`src/rtl/calc_entry_ctrl.sv`:
```
// rtl/calc_entry_ctrl.sv - keyboard sequencer for the 2-digit BCD ALU; optional BACKSPACE_EN adds BKSP (066)
module calc_entry_ctrl #(
  parameter int WAIT_TIMEOUT = 50000,
  parameter int TO_W         = 16
) (
  input  logic         fcrystal,
  input  logic         rst_n,
  input  logic [8:0]   last_change,
  input  logic [511:0] key_down,
  input  logic         key_valid,
  input  logic         alu_done,
  output logic [7:0]   op_a,
  output logic [7:0]   op_b,
  output logic [1:0]   op_sel,
  output logic         alu_start,
  output logic [1:0]   disp_sel,
  output logic         busy,
  output logic         err
);

  typedef enum logic [1:0] {S_A, S_B, S_WAIT, S_SHOW} state_t;

  localparam logic [TO_W-1:0] TO_LAST = TO_W'(WAIT_TIMEOUT - 1);

  state_t          state;
  logic [TO_W-1:0] counter;
  logic            press;
  logic            is_digit;
  logic [3:0]      digit;
  logic            is_op;
  logic [1:0]      op_code;
  logic            is_enter;
  logic            is_esc;
`ifdef BACKSPACE_EN
  logic            is_bksp;
`endif

  // Only a key going down counts; a release clears its key_down bit before the pulse.
  assign press = key_valid & key_down[last_change];

  // Classify the current press into digit / operator / control key.
  always_comb begin
    is_digit = 1'b0;
    digit    = 4'd0;
    is_op    = 1'b0;
    op_code  = 2'b00;
    is_enter = 1'b0;
    is_esc   = 1'b0;
`ifdef BACKSPACE_EN
    is_bksp  = 1'b0;
`endif
    if (press) begin
      case (last_change)
        9'h045, 9'h070: begin is_digit = 1'b1; digit = 4'd0; end
        9'h016, 9'h069: begin is_digit = 1'b1; digit = 4'd1; end
        9'h01E, 9'h072: begin is_digit = 1'b1; digit = 4'd2; end
        9'h026, 9'h07A: begin is_digit = 1'b1; digit = 4'd3; end
        9'h025, 9'h06B: begin is_digit = 1'b1; digit = 4'd4; end
        9'h02E, 9'h073: begin is_digit = 1'b1; digit = 4'd5; end
        9'h036, 9'h074: begin is_digit = 1'b1; digit = 4'd6; end
        9'h03D, 9'h06C: begin is_digit = 1'b1; digit = 4'd7; end
        9'h03E, 9'h075: begin is_digit = 1'b1; digit = 4'd8; end
        9'h046, 9'h07D: begin is_digit = 1'b1; digit = 4'd9; end
        9'h079:         begin is_op = 1'b1; op_code = 2'b00; end
        9'h07B:         begin is_op = 1'b1; op_code = 2'b01; end
        9'h07C:         begin is_op = 1'b1; op_code = 2'b10; end
        9'h05A, 9'h15A: is_enter = 1'b1;
        9'h076:         is_esc = 1'b1;
`ifdef BACKSPACE_EN
        9'h066:         is_bksp = 1'b1;
`endif
        default: ;
      endcase
    end
  end

  // Entry state machine; all outputs registered, ESC overrides everything.
  always_ff @(posedge fcrystal or negedge rst_n) begin
    if (!rst_n) begin
      state     <= S_A;
      op_a      <= 8'h00;
      op_b      <= 8'h00;
      op_sel    <= 2'b00;
      alu_start <= 1'b0;
      disp_sel  <= 2'b00;
      busy      <= 1'b0;
      err       <= 1'b0;
      counter   <= '0;
    end else begin
      alu_start <= 1'b0;
      if (is_esc) begin
        state    <= S_A;
        op_a     <= 8'h00;
        op_b     <= 8'h00;
        op_sel   <= 2'b00;
        disp_sel <= 2'b00;
        busy     <= 1'b0;
        err      <= 1'b0;
        counter  <= '0;
      end else begin
        case (state)
          S_A: begin
            if (is_digit) begin
              op_a <= {op_a[3:0], digit};
              err  <= 1'b0;
            end else if (is_op) begin
              op_sel   <= op_code;
              op_b     <= 8'h00;
              disp_sel <= 2'b01;
              state    <= S_B;
            end
`ifdef BACKSPACE_EN
            else if (is_bksp) op_a <= {4'd0, op_a[7:4]};
`endif
          end
          S_B: begin
            if (is_digit) begin
              op_b <= {op_b[3:0], digit};
              err  <= 1'b0;
            end else if (is_op) begin
              op_sel <= op_code;
            end else if (is_enter) begin
              alu_start <= 1'b1;
              counter   <= '0;
              busy      <= 1'b1;
              state     <= S_WAIT;
            end
`ifdef BACKSPACE_EN
            else if (is_bksp) op_b <= {4'd0, op_b[7:4]};
`endif
          end
          S_WAIT: begin
            if (alu_done) begin
              disp_sel <= 2'b10;
              busy     <= 1'b0;
              state    <= S_SHOW;
            end else if (counter == TO_LAST) begin
              err      <= 1'b1;
              disp_sel <= 2'b11;
              busy     <= 1'b0;
              state    <= S_SHOW;
            end else begin
              counter <= counter + 1'b1;
            end
          end
          S_SHOW: begin
            if (is_digit) begin
              op_a     <= {4'd0, digit};
              op_b     <= 8'h00;
              op_sel   <= 2'b00;
              err      <= 1'b0;
              disp_sel <= 2'b00;
              state    <= S_A;
            end else if (is_op) begin
              op_sel   <= op_code;
              op_b     <= 8'h00;
              disp_sel <= 2'b01;
              state    <= S_B;
            end
          end
          default: state <= S_A;
        endcase
      end
    end
  end

endmodule
```
`config.mk`:
```
export PLATFORM = sky130hd
export DESIGN_NAME = calc_entry_ctrl
export DESIGN_NICKNAME = d
export VERILOG_FILES = /design/src/rtl/calc_entry_ctrl.sv
export SDC_FILE = /design/constraint.sdc
export NUM_CORES = 1
export LEC_CHECK = 0
export BUFFER_PORTS_ARGS = -buffer_cell sky130_fd_sc_hd__buf_2
export CAP_MARGIN = 20
export CORE_AREA = 4 4 210 212
export DETAILED_ROUTE_END_ITERATION = 10
export DIE_AREA = 0 0 214 216
export SYNTH_ARGS = -nofsm -noshare
export SYNTH_HDL_FRONTEND = slang
export SYNTH_SLANG_ARGS = --single-unit
```
`constraint.sdc`:
```
create_clock -name fcrystal -period 2.41 [get_ports fcrystal]
set_input_delay 0.3615 -clock fcrystal [delete_from_list [all_inputs] [get_ports fcrystal]]
set_output_delay 0.3615 -clock fcrystal [all_outputs]
set_load 0.02 [all_outputs]
```
==> results.py, run 1 <==
metrics = {
    "floorplan": {
        "coreArea_sq_mm": 0.0419,
        "start_util_pct": 17.6,
        "die_width_um": 214,
        "io_pins": 548,
        "dieArea_sq_mm": 0.0462,
        "die_h_um": 216,
        "std_cell_rows": 75,
    },
    "power": {
        "leakage_uw": 0.00602,
        "powerDensity_mw_per_mm2": 327,
        "peakVddDrop_mv": 0.281,
    },
    "place": {
        "placement.io_buffers": 547,
        "gp_congestion": 0.920,
        "place_inst": 1926,
        "dpl-instance-area_sq_mm": 0.0120,
        "dp_hpwl_mm": 39.1,
    },
    "synthesis": {
        "syn_area_per_cell_sq_um": 10.2,
        "synth_edf_count": 0,
        "synth-seq-cells": 41,
        "ys_seq_area_share_pct": 13.9,
        "yosysWarningCount": 0,
        "synth-main-ff-cell": "dfrtp_1",
        "syn_nets": 1246,
        "yosys.cell_types.count": 79,
        "syn_area_sq_mm": 0.00738,
        "async_flop_share_pct": 100,
        "postSynthCellCount": 720,
    },
    "global_route": {
        "grt_util_all_layers_pct": 18.1,
        "grt_pass1_vias": 10101,
        "grt_pass1_wl_mm": 64.0,
        "globalRouteOverflowTotal": 0,
        "grt_max_degree": 42,
        "grt_antenna_before_repair": 8,
    },
    "timing": {
        "setup_slack_ns": -0.511,
        "relSlewSlack_pct": 38.9,
        "setup_violations": 41,
        "worst_slew_pin_slew_ns": 0.917,
        "rsz0062_at_grt": "yes",
        "hold_violations": 0,
        "fmax_mhz": 342,
        "clock-skew-final_ns": 0.00636,
        "maxSlewViolCount": 0,
        "holdWs_ns": 0.215,
        "fin_crit_ns": 2.92,
        "period_share_pct": 121,
    },
    "finish": {
        "num-fill-cells": 4412,
        "final_cells": 1950,
        "final_nets": 1935,
        "stdcell_area_sq_mm": 0.0127,
        "drive_above_1_share_pct": 65.4,
        "final_common_cell": "buf_2",
        "syn_to_final_growth_pct": 71.5,
        "final_cell_mix": "buf_2, buf_4, mux2i_1, mux4_2",
    },
    "clock_network": {
        "clock_path_buffers": 2,
        "htree_levels": 2,
        "cts_num_sinks": 41,
        "clk-insertion-delay-late_ns": 0.28,
        "tritoncts": "yes",
        "root_buffer": "clkbuf_16",
        "post_cts_hold_buffer_count": 0,
        "numCtsBuffers": 5,
        "clk_pin_slew_ns": 0.06,
    },
    "worst_setup_path": {
        "crit_path_end_kind": "register",
        "path_max_fanout": 7,
        "ff2ff_path_depth": 10,
        "critPathRequiredTime_ns": 2.62,
        "crit_type": "in -> reg",
        "start_kind": "primary input",
        "arrival_ns": 3.14,
    },
    "route": {
        "routed_via_density": 4.90,
        "first_pass_iters": 5,
        "drtIter0Drc": 608,
        "wire_per_inst_um": 23.1,
        "via_count": 9550,
        "antenna_left": 0,
        "drt_drc_violations_left": 0,
        "routed_wl_mm": 45.1,
    },
    "outcome": {
        "outcome": "finished with violations",
        "violations": "setup timing",
    },
    "hold_path": {
        "hold_path_class": "in -> async",
    },
    "job": {
        "drv_cap": 0,
    },
}
[per-stage QoR]
step	worst slack, ns	util (%)	power [uW]	TNS [ns]
2_1_floorplan	-0.402	-	2060	-13.58
3_3_place_gp	-1.15	28.5	3200	-42.93
3_5_place_dp	-1.21	28.5	3230	-45.71
5_1_grt	-0.581	30.2	4390	-21.22
6_report	-0.511	30.2	4130	-16.87
4_1_cts	-0.493	29.7	4080	-16.72
[layer usage]
metal / global-route usage, % / part of all wire [%] / up-vias
li1: - / - / 4372
met1: 22.3 / 40 / 4715
met2: 34.5 / 53 / 412
met3: 2.29 / 5.1 / 49
met4: 2.51 / 1.7 / 2
met5: 0 / 0.022 / -
[what timing repair did]
| action | CTS | global route |
|---|---|---|
| endpoints found under the setup margin | 41 | 41 |
| gates cloned | 3 | 2 |
| setup buffers | 9 | 2 |
| resized for setup | 61 | 25 |
| pin swaps | 21 | 14 |
[synthesized netlist by cell type (all sizes together) (6+ instances only)]
cell	instances	area (sq um)
mux4	93	2160
mux2i	87	871
buf	51	495
nand2	44	165
a22oi	43	323
dfrtp	41	1030
nor2	28	108
nand3	27	135
o21ai	23	119
a21oi	22	110
clkbuf	18	71.3
nor2b	18	113
nand2b	15	93.8
nor4	15	100
inv	14	52.6
nor3	13	65.1
nand4	12	75.1
o31ai	12	95.1
or4	12	90.1
a22o	9	78.8
or2	8	50.1
a32o	7	70.1
and2	7	43.8
and3	7	43.8
nor3b	6	50.1
nor4bb	6	60.1
o22ai	6	37.5
or3	6	37.5
[kinds of logic (layout without fill, tap and decap cells)]
kind of cell | count (synthesis) | in the layout | synth area share [%]
multiplexers | 185 | 185 | 41.8
XOR/XNOR | 1 | 1 | 0.119
flip-flops | 41 | 41 | 13.9
buffers and inverters | 83 | 772 | 8.40
AO/OA/AOI/OAI | 175 | 176 | 17.8
other | 0 | 1 | 0
adder cells (fa/ha/maj) | 1 | 1 | 0.170
AND/OR/NAND/NOR | 234 | 234 | 17.8
[flip-flops by register name, indices dropped and copies added, names as in the netlist]
name,cells
alu_start,1
busy,1
counter,16
disp_sel,2
err,1
op_a,8
op_b,8
op_sel,2
state,2
[area by class of cell]
cell class / instances / area, sq um / share of cell area (%)
repair buffers: 750 / 4640 / 36.6
multi-input cells: 597 / 6100 / 48.2
diodes: 1 / 2.50 / 0.0198
flip-flops and latches: 41 / 1030 / 8.11
clock inverters: 1 / 5.00 / 0.0396
well taps: 539 / 674 / 5.33
clock buffers: 7 / 153 / 1.21
inverters: 14 / 52.6 / 0.415
[worst paths after layout]
path / startpoint / to / slack [ns]
worst max-delay path: last_change[1] / state[0] / -0.51
worst min-delay path: rst_n / disp_sel[0] / 0.22
worst max register to register: counter[0] / counter[15] / -0.05
worst min register to register: op_a[7] / op_a[7] / 0.48
max in group asynchronous: rst_n / op_a[3] / 1.63
min in group fcrystal: op_a[7] / op_a[7] / 0.48
[critical path, cell delays in order]
cell and delay, ns:
clkbuf_16 0.16, buf_8 0.11, mux4_2 0.50, mux4_2 0.55, a2bb2oi_2 0.16, a211o_1 0.35
buf_6 0.16, o211a_4 0.16, and2_4 0.17, or3_4 0.33, a21oi_2 0.13
[where the power goes]
part | total, uW | switching, uW | internal (uW)
clock network | 698 | 260 | 438
registers | 851 | 81.4 | 770
logic | 2580 | 1240 | 1350
total | 4130 | 1580 | 2560
No activity file was read; power rests on OpenSTA's default activity.
==> inputs of run 2 (changes only) <==
--- a/config.mk
+++ b/config.mk
@@ -7,9 +7,9 @@
 export LEC_CHECK = 0
 export BUFFER_PORTS_ARGS = -buffer_cell sky130_fd_sc_hd__buf_2
 export CAP_MARGIN = 20
-export CORE_AREA = 4 4 210 212
+export CORE_AREA = 4 4 212 214
 export DETAILED_ROUTE_END_ITERATION = 10
-export DIE_AREA = 0 0 214 216
+export DIE_AREA = 0 0 216 218
 export SYNTH_ARGS = -nofsm -noshare
 export SYNTH_HDL_FRONTEND = slang
 export SYNTH_SLANG_ARGS = --single-unit
==> results.py, run 2 (synthesized netlist as in run 1, its figures left out) <==
metrics = {
    "outcome": {
        "outcome": "finished with violations",
        "violations": "setup timing",
    },
    "global_route": {
        "grt_pass1_wl_mm": 63.9,
        "grt_antenna_before_repair": 9,
        "grt_max_degree": 42,
        "globalRouteOverflowTotal": 0,
        "grt_util_all_layers_pct": 17.9,
        "grt_pass1_vias": 10261,
    },
    "floorplan": {
        "std_cell_rows": 76,
        "coreArea_sq_mm": 0.0429,
        "start_util_pct": 17.2,
        "io_pins": 548,
        "dieArea_sq_mm": 0.0471,
        "die_width_um": 216,
        "die_h_um": 218,
    },
    "timing": {
        "worst_slew_pin_slew_ns": 0.907,
        "period_share_pct": 120,
        "fin_crit_ns": 2.90,
        "clock-skew-final_ns": 0.00964,
        "maxSlewViolCount": 0,
        "fmax_mhz": 345,
        "setup_violations": 41,
        "holdWs_ns": 0.209,
        "rsz0062_at_grt": "yes",
        "relSlewSlack_pct": 39.5,
        "setup_tns_ns": -16.52,
        "setup_slack_ns": -0.491,
        "hold_violations": 0,
    },
    "place": {
        "dpl-instance-area_sq_mm": 0.0121,
        "dp_hpwl_mm": 39.0,
        "gp_congestion": 0.960,
        "placement.io_buffers": 547,
        "place_inst": 1979,
    },
    "clock_network": {
        "clk_pin_slew_ns": 0.06,
        "cts_num_sinks": 41,
        "numCtsBuffers": 5,
        "clk-insertion-delay-late_ns": 0.29,
        "clock_path_buffers": 2,
        "root_buffer": "clkbuf_16",
        "tritoncts": "yes",
        "htree_levels": 2,
    },
    "finish": {
        "final_nets": 1975,
        "regMostFlops": "counter",
        "stdcell_area_sq_mm": 0.0136,
        "postLayoutCoreUtil_pct": 31.7,
        "final_cells": 2042,
        "final_cell_mix": "buf_2, buf_4, mux4_2, mux2i_1, dfrtp_1",
        "largest_registers": "counter (16), op_a (8), op_b (8)",
        "final_common_cell": "buf_2",
        "drive_above_1_share_pct": 69.7,
        "syn_to_final_growth_pct": 84.3,
        "largest_reg_flops": 16,
    },
    "worst_setup_path": {
        "crit_type": "in -> reg",
        "arrival_ns": 3.13,
        "critPathRequiredTime_ns": 2.64,
        "start_kind": "primary input",
        "crit_path_end_kind": "register",
        "path_max_fanout": 8,
    },
    "route": {
        "first_pass_iters": 5,
        "drtIter0Drc": 631,
        "via_count": 9780,
        "drt_drc_violations_left": 0,
        "antenna_left": 0,
        "wire_per_inst_um": 22.6,
        "routed_via_density": 4.79,
        "routed_wl_mm": 46.1,
    },
    "hold_path": {
        "hold_path_class": "in -> async",
    },
    "power": {
        "peakVddDrop_mv": 0.281,
        "powerDensity_mw_per_mm2": 332,
        "leakage_uw": 0.00635,
    },
    "job": {
        "drv_cap": 0,
    },
}
==> run 2: changes by cell type in the layout (fill, tap and decap cells not counted), sizes merged, moves of 2 or more <==
| cell | delta |
|---|---|
| buf | +38 |
| clkbuf | -4 |
| bufbuf | +3 |
| diode | +6 |
| o21ai | +2 |
==> run 2: power by group <==
| part | total [uW] | switching, uW | internal (uW) |
|---|---|---|---|
| logic | 2890 | 1390 | 1500 |
| registers | 831 | 61.7 | 770 |
| clock network | 794 | 277 | 517 |
==> run 2: path summary, 6_finish.rpt <==
path                                start         end  slack (ns)  cells after the start
hold / removal                      rst_n     op_a[6]        0.21                      1
min in group fcrystal           op_sel[1]   op_sel[1]        0.49                      1
hold reg to reg                 op_sel[1]   op_sel[1]        0.49                      1
max in group asynchronous           rst_n  counter[7]        1.64                      1
setup reg to reg              counter[13]  counter[7]       -0.12                     10
setup / recovery           last_change[1]  counter[5]       -0.49                     14
==> run 2: metal layers <==
layer,global-route usage (%),wire length (um),vias to the layer above
met5,0,13,-
met4,4.48,1100,2
met3,2.63,2750,51
met2,32.9,23700,432
met1,22.0,18500,4831
li1,-,-,4464
==> run 2: per-stage QoR <==
| stage | total power [uW] | setup slack [ns] |
|---|---|---|
| after detailed placement | 3270 | -1.14 |
| after global placement | 3230 | -1.12 |
| after global routing | 4770 | -0.602 |
| after floorplan | 2060 | -0.402 |
| final | 4520 | -0.491 |
| after CTS | 4310 | -0.488 |
==> run 2: final cells by class <==
type | instances | area, sq um
Inverter | 14 | 55.1
Tap cell | 585 | 732
Antenna cell | 7 | 17.5
Clock buffer | 6 | 139
Clock inverter | 2 | 37.5
Timing Repair Buffer | 788 | 5150
Sequential cell | 41 | 1030
Fill cell | 4518 | 29300
Multi-Input combinational cell | 599 | 6440
==> run 2: timing repair <==
action                     in CTS  in global routing
pin swaps                      42                 23
cloned                          7                  3
setup endpoints to repair      41                 41
gates resized for setup        99                 87
hold buffers                    0                  0
buffers inserted               19                 24
==> run 2: worst max-delay path, cell delays in order <==
cell       delay, ns
clkbuf_16       0.15
buf_12          0.15
buf_16          0.15
buf_12          0.14
mux2i_2         0.14
a22oi_1         0.18
nand2_1         0.12
o22ai_2         0.23
nor3_4          0.09
o311ai_4        0.43
buf_4           0.20
o21ai_4         0.07
or4_4           0.54
a21oi_2         0.13
==> inputs of run 3 (changes only) <==
--- a/config.mk
+++ b/config.mk
@@ -10,6 +10,7 @@
 export CORE_AREA = 4 4 212 214
 export DETAILED_ROUTE_END_ITERATION = 10
 export DIE_AREA = 0 0 216 218
+export HOLD_SLACK_MARGIN = 0.15
 export SYNTH_ARGS = -nofsm -noshare
 export SYNTH_HDL_FRONTEND = slang
 export SYNTH_SLANG_ARGS = --single-unit
==> constraint.sdc (replaced) <==
create_clock -name fcrystal -period 2.41 [get_ports fcrystal]
set_input_delay 0.482 -clock fcrystal [delete_from_list [all_inputs] [get_ports fcrystal]]
set_output_delay 0.482 -clock fcrystal [all_outputs]
set_load 0.02 [all_outputs]
==> results.py, run 3 (synthesized netlist as in run 1, its figures left out) <==
metrics = {
    "outcome": {
        "outcome": "finished with violations",
        "violations": "setup timing",
    },
    "finish": {
        "largest_registers": "counter (16), op_a (8), op_b (8)",
        "regMostFlops": "counter",
        "final_nets": 1968,
        "drive_above_1_share_pct": 68.9,
        "final_common_cell": "buf_2",
        "largest_reg_flops": 16,
        "final_cell_mix": "buf_2, buf_4, mux4_2, mux2i_1, dfrtp_1",
        "syn_to_final_growth_pct": 80.6,
    },
    "timing": {
        "setup_tns_ns": -22.95,
        "relSlewSlack_pct": 62.3,
        "hold_violations": 0,
        "rsz0062_at_grt": "yes",
        "maxSlewViolCount": 0,
        "setup_violations": 41,
        "fin_crit_ns": 3.03,
        "worst_slew_pin_slew_ns": 0.565,
        "holdWs_ns": 0.486,
        "clock-skew-final_ns": 0.00462,
        "period_share_pct": 126,
        "fmax_mhz": 330,
        "setup_slack_ns": -0.616,
    },
    "worst_setup_path": {
        "cp_num_buf_inv": 4,
        "path_max_fanout": 6,
        "start_kind": "primary input",
        "slowest_stage": "mux4_2",
        "crit_path_end_kind": "register",
        "cpPeakStageDelay_ns": 0.54,
        "crit_type": "in -> reg",
        "crit_family": "multiplexers",
        "path_cells": "clkbuf_16, buf_8, mux4_2, mux4_2, a2bb2oi_2, a211o_4, buf_6, a31o_4, buf_4, o21ai_4, or3_1, a21oi_2",
        "critPathRequiredTime_ns": 2.58,
        "arrival_ns": 3.20,
        "cp_common_cell": "mux4_2",
    },
    "floorplan": {
        "coreArea_sq_mm": 0.0429,
        "dieArea_sq_mm": 0.0471,
        "std_cell_rows": 76,
        "io_pins": 548,
        "start_util_pct": 17.2,
        "die_h_um": 218,
        "die_width_um": 216,
    },
    "route": {
        "drtIter0Drc": 525,
        "via_count": 9637,
        "first_pass_iters": 4,
        "routed_wl_mm": 45.4,
        "drt_drc_violations_left": 0,
        "routed_via_density": 4.74,
        "wire_per_inst_um": 22.4,
        "antenna_left": 0,
    },
    "power": {
        "peakVddDrop_mv": 0.266,
        "powerDensity_mw_per_mm2": 324,
        "leakage_uw": 0.00625,
    },
    "place": {
        "dp_slack_ns": -1.29,
        "dp_hpwl_mm": 39.0,
        "gp_congestion": 0.964,
        "placement.io_buffers": 547,
    },
    "clock_network": {
        "tritoncts": "yes",
        "numCtsBuffers": 5,
        "root_buffer": "clkbuf_16",
        "htree_levels": 2,
        "clk_pin_slew_ns": 0.06,
        "clk-insertion-delay-late_ns": 0.28,
        "cts_num_sinks": 41,
        "clock_path_buffers": 2,
    },
    "job": {
        "drv_cap": 0,
    },
    "global_route": {
        "grt_util_all_layers_pct": 17.9,
        "grt_antenna_before_repair": 9,
        "grt_max_degree": 24,
        "grt_pass1_vias": 10374,
        "grt_pass1_wl_mm": 64.0,
        "globalRouteOverflowTotal": 0,
    },
    "hold_path": {
        "hold_path_class": "reg -> reg",
    },
}
run 3: path summary, 6_finish.rpt:
kind | depth (start not counted) | to | start | slack (ns)
worst max-delay path | 12 | counter[10] | last_change[1] | -0.62
worst min register to register | 1 | op_a[6] | op_a[6] | 0.49
min in group asynchronous | 2 | alu_start | rst_n | 0.63
max in group asynchronous | 3 | counter[14] | rst_n | 1.22
worst max register to register | 9 | counter[7] | counter[13] | -0.17
worst min-delay path | 1 | op_a[6] | op_a[6] | 0.49
run 3: per-layer routing:
metal | vias to the layer above | routed length [um] | GRT usage [%]
met4 | 2 | 1060 | 4.65
met1 | 4723 | 18300 | 22.2
met2 | 417 | 23500 | 32.7
li1 | 4444 | - | -
met3 | 51 | 2590 | 2.59
met5 | - | 13 | 0
run 3: area by class of cell:
cell class / instances / area [sq um]
fillers: 4524 / 29600
inverters: 14 / 52.6
diodes: 6 / 15.0
flip-flops and latches: 41 / 1030
clock buffers: 7 / 143
well taps: 585 / 732
multi-input cells: 599 / 6420
repair buffers: 781 / 4930
run 3: worst register-to-register path: stages (launching register included):
cell      delay (ns)
dfrtp_1         0.38
nor4b_1         0.32
nand2_1         0.10
nor3_1          0.42
or3_1           0.31
o311ai_4        0.23
buf_4           0.21
o21ai_4         0.29
o31ai_2         0.14
a21oi_2         0.12
run 3: stage by stage:
| step | instance area, sq um | utilization [%] | std cells | power, uW |
|---|---|---|---|---|
| 4_1_cts | 13000 | 30.3 | 2020 | 4200 |
| 3_5_place_dp | 12100 | 28.3 | 1991 | 3260 |
| 2_1_floorplan | 7510 | - | 720 | 2060 |
| 3_3_place_gp | 12100 | 28.3 | 1991 | 3230 |
| 6_report | 13300 | 31.1 | 2033 | 4310 |
| 5_1_grt | 13300 | 31.1 | 2032 | 4570 |
run 3: report_power, final:
| part | switching [uW] | internal (uW) | total (uW) | leakage, uW |
|---|---|---|---|---|
| registers | 60.3 | 770 | 830 | 0.000535 |
| logic | 1370 | 1450 | 2820 | 0.00565 |
| clock network | 260 | 407 | 667 | 0.0000700 |
| total | 1690 | 2630 | 4310 | 0.00625 |
run 3: what timing repair did:
item / CTS / global route
setup buffers: 19 / 9
hold buffers: 1 / 0
pin swaps: 37 / 21
hold endpoints to repair: 11 / 0
gates resized for setup: 113 / 46
endpoints found under the setup margin: 41 / 41
gates cloned: 7 / 1
